===== config.mk =====
export PLATFORM = sky130hd
export DESIGN_NAME = multiword_addsub_seq
export DESIGN_NICKNAME = d
export VERILOG_FILES = /design/src/rtl/multiword_addsub_seq.sv
export SDC_FILE = /design/constraint.sdc
export NUM_CORES = 1
export LEC_CHECK = 0
export BUFFER_PORTS_ARGS = -buffer_cell sky130_fd_sc_hd__buf_2
export CORE_AREA = 5 5 91 93
export DETAILED_ROUTE_END_ITERATION = 10
export DIE_AREA = 0 0 96 98
export GPL_TIMING_DRIVEN = 0
export PLACE_DENSITY = 0.66
export SETUP_SLACK_MARGIN = 0.5
export SLEW_MARGIN = 20
export SYNTH_ARGS = -nofsm -noshare
export SYNTH_HDL_FRONTEND = slang
export SYNTH_SLANG_ARGS = --single-unit

===== constraint.sdc =====
create_clock -name clk -period 2.25 [get_ports clk]
set_clock_uncertainty 0.05 [all_clocks]
set_input_delay 0 -clock clk [delete_from_list [all_inputs] [get_ports clk]]
set_output_delay 0 -clock clk [all_outputs]
set_load 0.01 [all_outputs]

===== src/rtl/multiword_addsub_seq.sv =====
// Purpose : W-bit add/subtract (W = N*WORDS) computed on one shared N-bit adder slice, LSB slice first.
// Latency : done pulses in the cycle after edge t0+WORDS (t0 = start edge); start-to-start >= WORDS+2 cycles.
// Backpressure: none; start is sampled only in IDLE, ignored while busy, never queued.
//
// Ports:
//   clk, rst_n      clock, asynchronous active-low reset
//   start, op_sub   request and operation select (0 = A+B, 1 = A-B), captured with start
//   a, b            W-bit operands, captured with start
//   busy, done      busy in RUN/DONE; done is a one-cycle completion pulse
//   result, cout, v W-bit result, final carry (no-borrow for subtract), signed overflow
module multiword_addsub_seq #(
    parameter int N     = 4,
    parameter int WORDS = 4
) (
    input  logic               clk,
    input  logic               rst_n,
    input  logic               start,
    input  logic               op_sub,
    input  logic [N*WORDS-1:0] a,
    input  logic [N*WORDS-1:0] b,
    output logic               busy,
    output logic               done,
    output logic [N*WORDS-1:0] result,
    output logic               cout,
    output logic               v
);

    localparam int W  = N * WORDS;
    localparam int CW = (WORDS > 1) ? $clog2(WORDS) : 1;
    localparam logic [CW-1:0] LAST = CW'(WORDS - 1);

    typedef enum logic [1:0] {
        IDLE = 2'd0,
        RUN  = 2'd1,
        DONE = 2'd2
    } state_t;

    state_t state;
    state_t state_nxt;

    // Operands shift right by one slice per RUN cycle, so the active slice
    // always sits in the low N bits. B is pre-inverted for subtraction.
    logic [W-1:0]  a_sh;
    logic [W-1:0]  b_sh;
    logic          carry;
    logic [CW-1:0] cnt;

    logic [N:0]    slice;
    logic          last;

    // The shared slice adder: carry-in only ever comes from the carry register.
    assign slice = {1'b0, a_sh[N-1:0]} + {1'b0, b_sh[N-1:0]} + {{N{1'b0}}, carry};
    assign last  = (cnt == LAST);

    // State register
    always_ff @(posedge clk or negedge rst_n) begin
        if (!rst_n) begin
            state <= IDLE;
        end else begin
            state <= state_nxt;
        end
    end

    // Next-state logic
    always_comb begin
        state_nxt = state;
        case (state)
            IDLE:    if (start) state_nxt = RUN;
            RUN:     if (last)  state_nxt = DONE;
            DONE:    state_nxt = IDLE;
            default: state_nxt = IDLE;
        endcase
    end

    // Output logic
    always_comb begin
        busy = 1'b0;
        done = 1'b0;
        case (state)
            RUN: begin
                busy = 1'b1;
            end
            DONE: begin
                busy = 1'b1;
                done = 1'b1;
            end
            default: begin
                busy = 1'b0;
                done = 1'b0;
            end
        endcase
    end

    // Datapath
    always_ff @(posedge clk or negedge rst_n) begin
        if (!rst_n) begin
            a_sh   <= '0;
            b_sh   <= '0;
            carry  <= 1'b0;
            cnt    <= '0;
            result <= '0;
            cout   <= 1'b0;
            v      <= 1'b0;
        end else begin
            case (state)
                IDLE: begin
                    if (start) begin
                        a_sh  <= a;
                        b_sh  <= op_sub ? ~b : b;
                        // Carry-in of 1 completes the two's-complement negation of B.
                        carry <= op_sub;
                        cnt   <= '0;
                    end
                end
                RUN: begin
                    result[int'(cnt)*N +: N] <= slice[N-1:0];
                    carry <= slice[N];
                    a_sh  <= {{N{1'b0}}, a_sh[W-1:N]};
                    b_sh  <= {{N{1'b0}}, b_sh[W-1:N]};
                    if (last) begin
                        // Top slice: its MSBs are the sign bits of the full-width operation.
                        cout <= slice[N];
                        v    <= (a_sh[N-1] == b_sh[N-1]) && (slice[N-1] != a_sh[N-1]);
                    end else begin
                        cnt <= cnt + CW'(1);
                    end
                end
                default: begin
                end
            endcase
        end
    end

endmodule


==> results_dict.tcl <==
set metrics [dict create \
    outcome "finished clean" \
    grt_overflow 0 \
    grt_pass1_vias 2423 \
    peakVddDrop_v 0.000547 \
    cts-htree-levels 2 \
    fmax_ghz 0.534 \
    die-area_sq_um 9410 \
    worstPathArrival_ns 2.02 \
    synth_area_sq_um 2840 \
    drc 0 \
    grt_max_degree 56 \
    clk_pin_slew_ns 0.10 \
    period_share_pct 83.2 \
    yosysTopAreaCellShare_pct 48.4 \
    cts_tree "done" \
    tritoncts.num_buffers 5 \
    regArea_sq_um 1380 \
    die_h_um 98 \
    synth-seq-cells 55 \
    wl_per_cell_um 15.6 \
    fin_crit_ns 1.87 \
    port_buffers 54 \
    fp-row-count 32 \
    fin_util_pct 49.7 \
    clkLatencyLatePin_ns 0.31 \
    avgSynthCellArea_sq_um 10.6 \
    tightest_slew_ns 0.698 \
    hold_viol 0 \
    path_class "flip-flop to flip-flop" \
    yosysTopAreaCell "dfrtp_1" \
    fin_setup_tns_ns 0 \
    area_delta_synth_final_pct 30.4 \
    core_area_sq_um 7450 \
    yosysSeqAreaShare_pct 48.4 \
    rr_worst_depth 5 \
    totalWireLength_mm 7.13 \
    power.density_nw_per_um2 1430 \
    yosysMostFrequentCell "dfrtp_1" \
    antennaDiodeCount 0 \
    via_count 2458 \
    ctsRootBufferMaster "clkbuf_8" \
    rsz0062_at_grt "yes" \
    multi_input_area_sq_um 1390 \
    layout.nets 406 \
    synthArstFlopShare_pct 100 \
    drt_first_pass_iters 5 \
    total_power_mw 5.30 \
    syn_inst 267 \
    synthTopCellsByCount "55 x dfrtp_1, 49 x o22ai_1, 30 x a21oi_1, 18 x nand2_1, 18 x xor2_1" \
    grtUsageTotal_pct 15.4 \
    r2r_slack_ns 0.38 \
    yosysWarningCount 0 \
    crit_path_start_kind "flip-flop" \
    synthTopCellsByArea "dfrtp_1 48%, o22ai_1 11%, xor2_1 5.5%, a21oi_1 5.3%, ha_1 5.3%" \
    drive_gt1_share_pct 28.1 \
    synth_nets 317 \
    synth_edf_count 0 \
    start_util_pct 38.2 \
    clk_path_buf_depth 2 \
    antenna_found_initial 0 \
    synth_top_flop_cell "dfrtp_1" \
    drv_slew 0 \
    drtIter0Drc 71 \
    cap_viol_max_count 0 \
    hold_class "input pin to flip-flop" \
    crit_end "result[10]$_DFFE_PN0P_" \
    ioPinCount 56 \
    endpoint_kind "flip-flop" \
    crit_start "a_sh[0]$_DFFE_PN0P_" \
    place_congestion 0.770 \
    routed_via_density 5.37 \
    p_leak_nw 1.66 \
    critPathRequiredTime_ns 2.40 \
    dp_hpwl_mm 5.21 \
    detail-route-antenna-nets 0 \
    maxSlewHeadroom_pct 53.5 \
    r2r-start "a_sh[0]$_DFFE_PN0P_" \
    worst-path-max-fanout 4 \
    die_w_um 96 \
    reg2reg_to "result[10]$_DFFE_PN0P_" \
    grt_pass1_wl_mm 11.6 \
    nFillCells 704 \
    clock_sinks 55 \
    ys_types 35 \
    setup-violations-final 0 \
]
==> cells by family (layout without fill, tap and decap cells) <==
logic type | Yosys count | count (layout) | share of synthesized area [%]
adders and majority gates | 14 | 14 | 6.69
xor gates and xnor gates | 19 | 19 | 5.86
AOI/OAI and AO/OA | 122 | 122 | 27.1
buffers and inverters | 25 | 114 | 4.98
and+or+nand+nor | 32 | 32 | 6.91
DFF | 55 | 55 | 48.4
==> registers in the layout (all words and copies together), names as in the netlist <==
name    flops
a_sh       16
b_sh       16
carry       1
cnt         2
cout        1
result     16
state       2
v           1
==> layout by cell type (no fill, tap or decap), types with 9 or more instances in the layout <==
cell type,n
buf_2,63
dfrtp_1,55
o22ai_1,49
a21oi_1,29
dlygate4sd3_1,25
nand2_1,18
xor2_1,17
a22o_1,16
o21ai_1,11
ha_1,10
a22oi_1,9
==> routing by layer <==
layer	track usage [%]	vias to the layer above	wire (um)
li1	-	1181	-
met1	19.9	1189	3150
met2	26.0	78	3540
met3	3.24	10	369
met4	3.83	0	72
met5	0	-	0
==> critical path, stage by stage, from the launching register on <==
cell	delay [ns]
dfrtp_1	0.42
fa_2	0.41
fa_2	0.37
buf_6	0.14
xor2_4	0.16
a22o_1	0.22
==> cell type report <==
class	count	area share [%]
Clock buffer	6	1.96
Clock inverter	1	0.811
Buffer	19	3.61
Inverter	6	0.608
Timing Repair Buffer	82	14.8
Multi-Input combinational cell	187	37.6
Tap cell	102	3.44
Sequential cell	55	37.1
==> how the worst min path moves through the flow <==
stage	startpoint	end	slack, ns	cells past startpoint
after floorplan	rst_n	a_sh[0]$_DFFE_PN0P_	-0.35	0
after global placement	a[12]	a_sh[12]$_DFFE_PN0P_	0.22	3
after detailed placement	rst_n	result[15]$_DFFE_PN0P_	0.04	1
after CTS	b[4]	b_sh[4]$_DFFE_PN0P_	0.004	4
after global routing	b[6]	b_sh[6]$_DFFE_PN0P_	0.02	4
final	b[4]	b_sh[4]$_DFFE_PN0P_	0.007	4
==> through the flow <==
stage / hold slack (ns) / setup WS [ns] / instance area [sq um] / std cells
2_1_floorplan: -0.346 / 0.518 / 2850 / 267
3_3_place_gp: 0.217 / 0.380 / 3240 / 423
3_5_place_dp: 0.0440 / 0.342 / 3250 / 423
4_1_cts: 0.00430 / 0.396 / 3640 / 457
5_1_grt: 0.0244 / 0.332 / 3700 / 458
6_report: 0.00722 / 0.378 / 3700 / 458
==> repair_timing <==
item | in CTS | in global routing
gates cloned | 0 | 0
buffers inserted | 2 | 1
hold buffers | 25 | 0
pin swaps | 1 | 4
resized for setup | 5 | 12
endpoints found under the setup margin | 18 | 37
hold endpoints to repair | 79 | 0
==> where the power goes <==
part	switching (mW)	internal, mW	leakage (nW)
Clock	0.324	0.327	0.0513
Sequential	0.343	1.42	0.678
Combinational	1.61	1.27	0.935
Note: power is estimated with default switching activity, not from simulation.
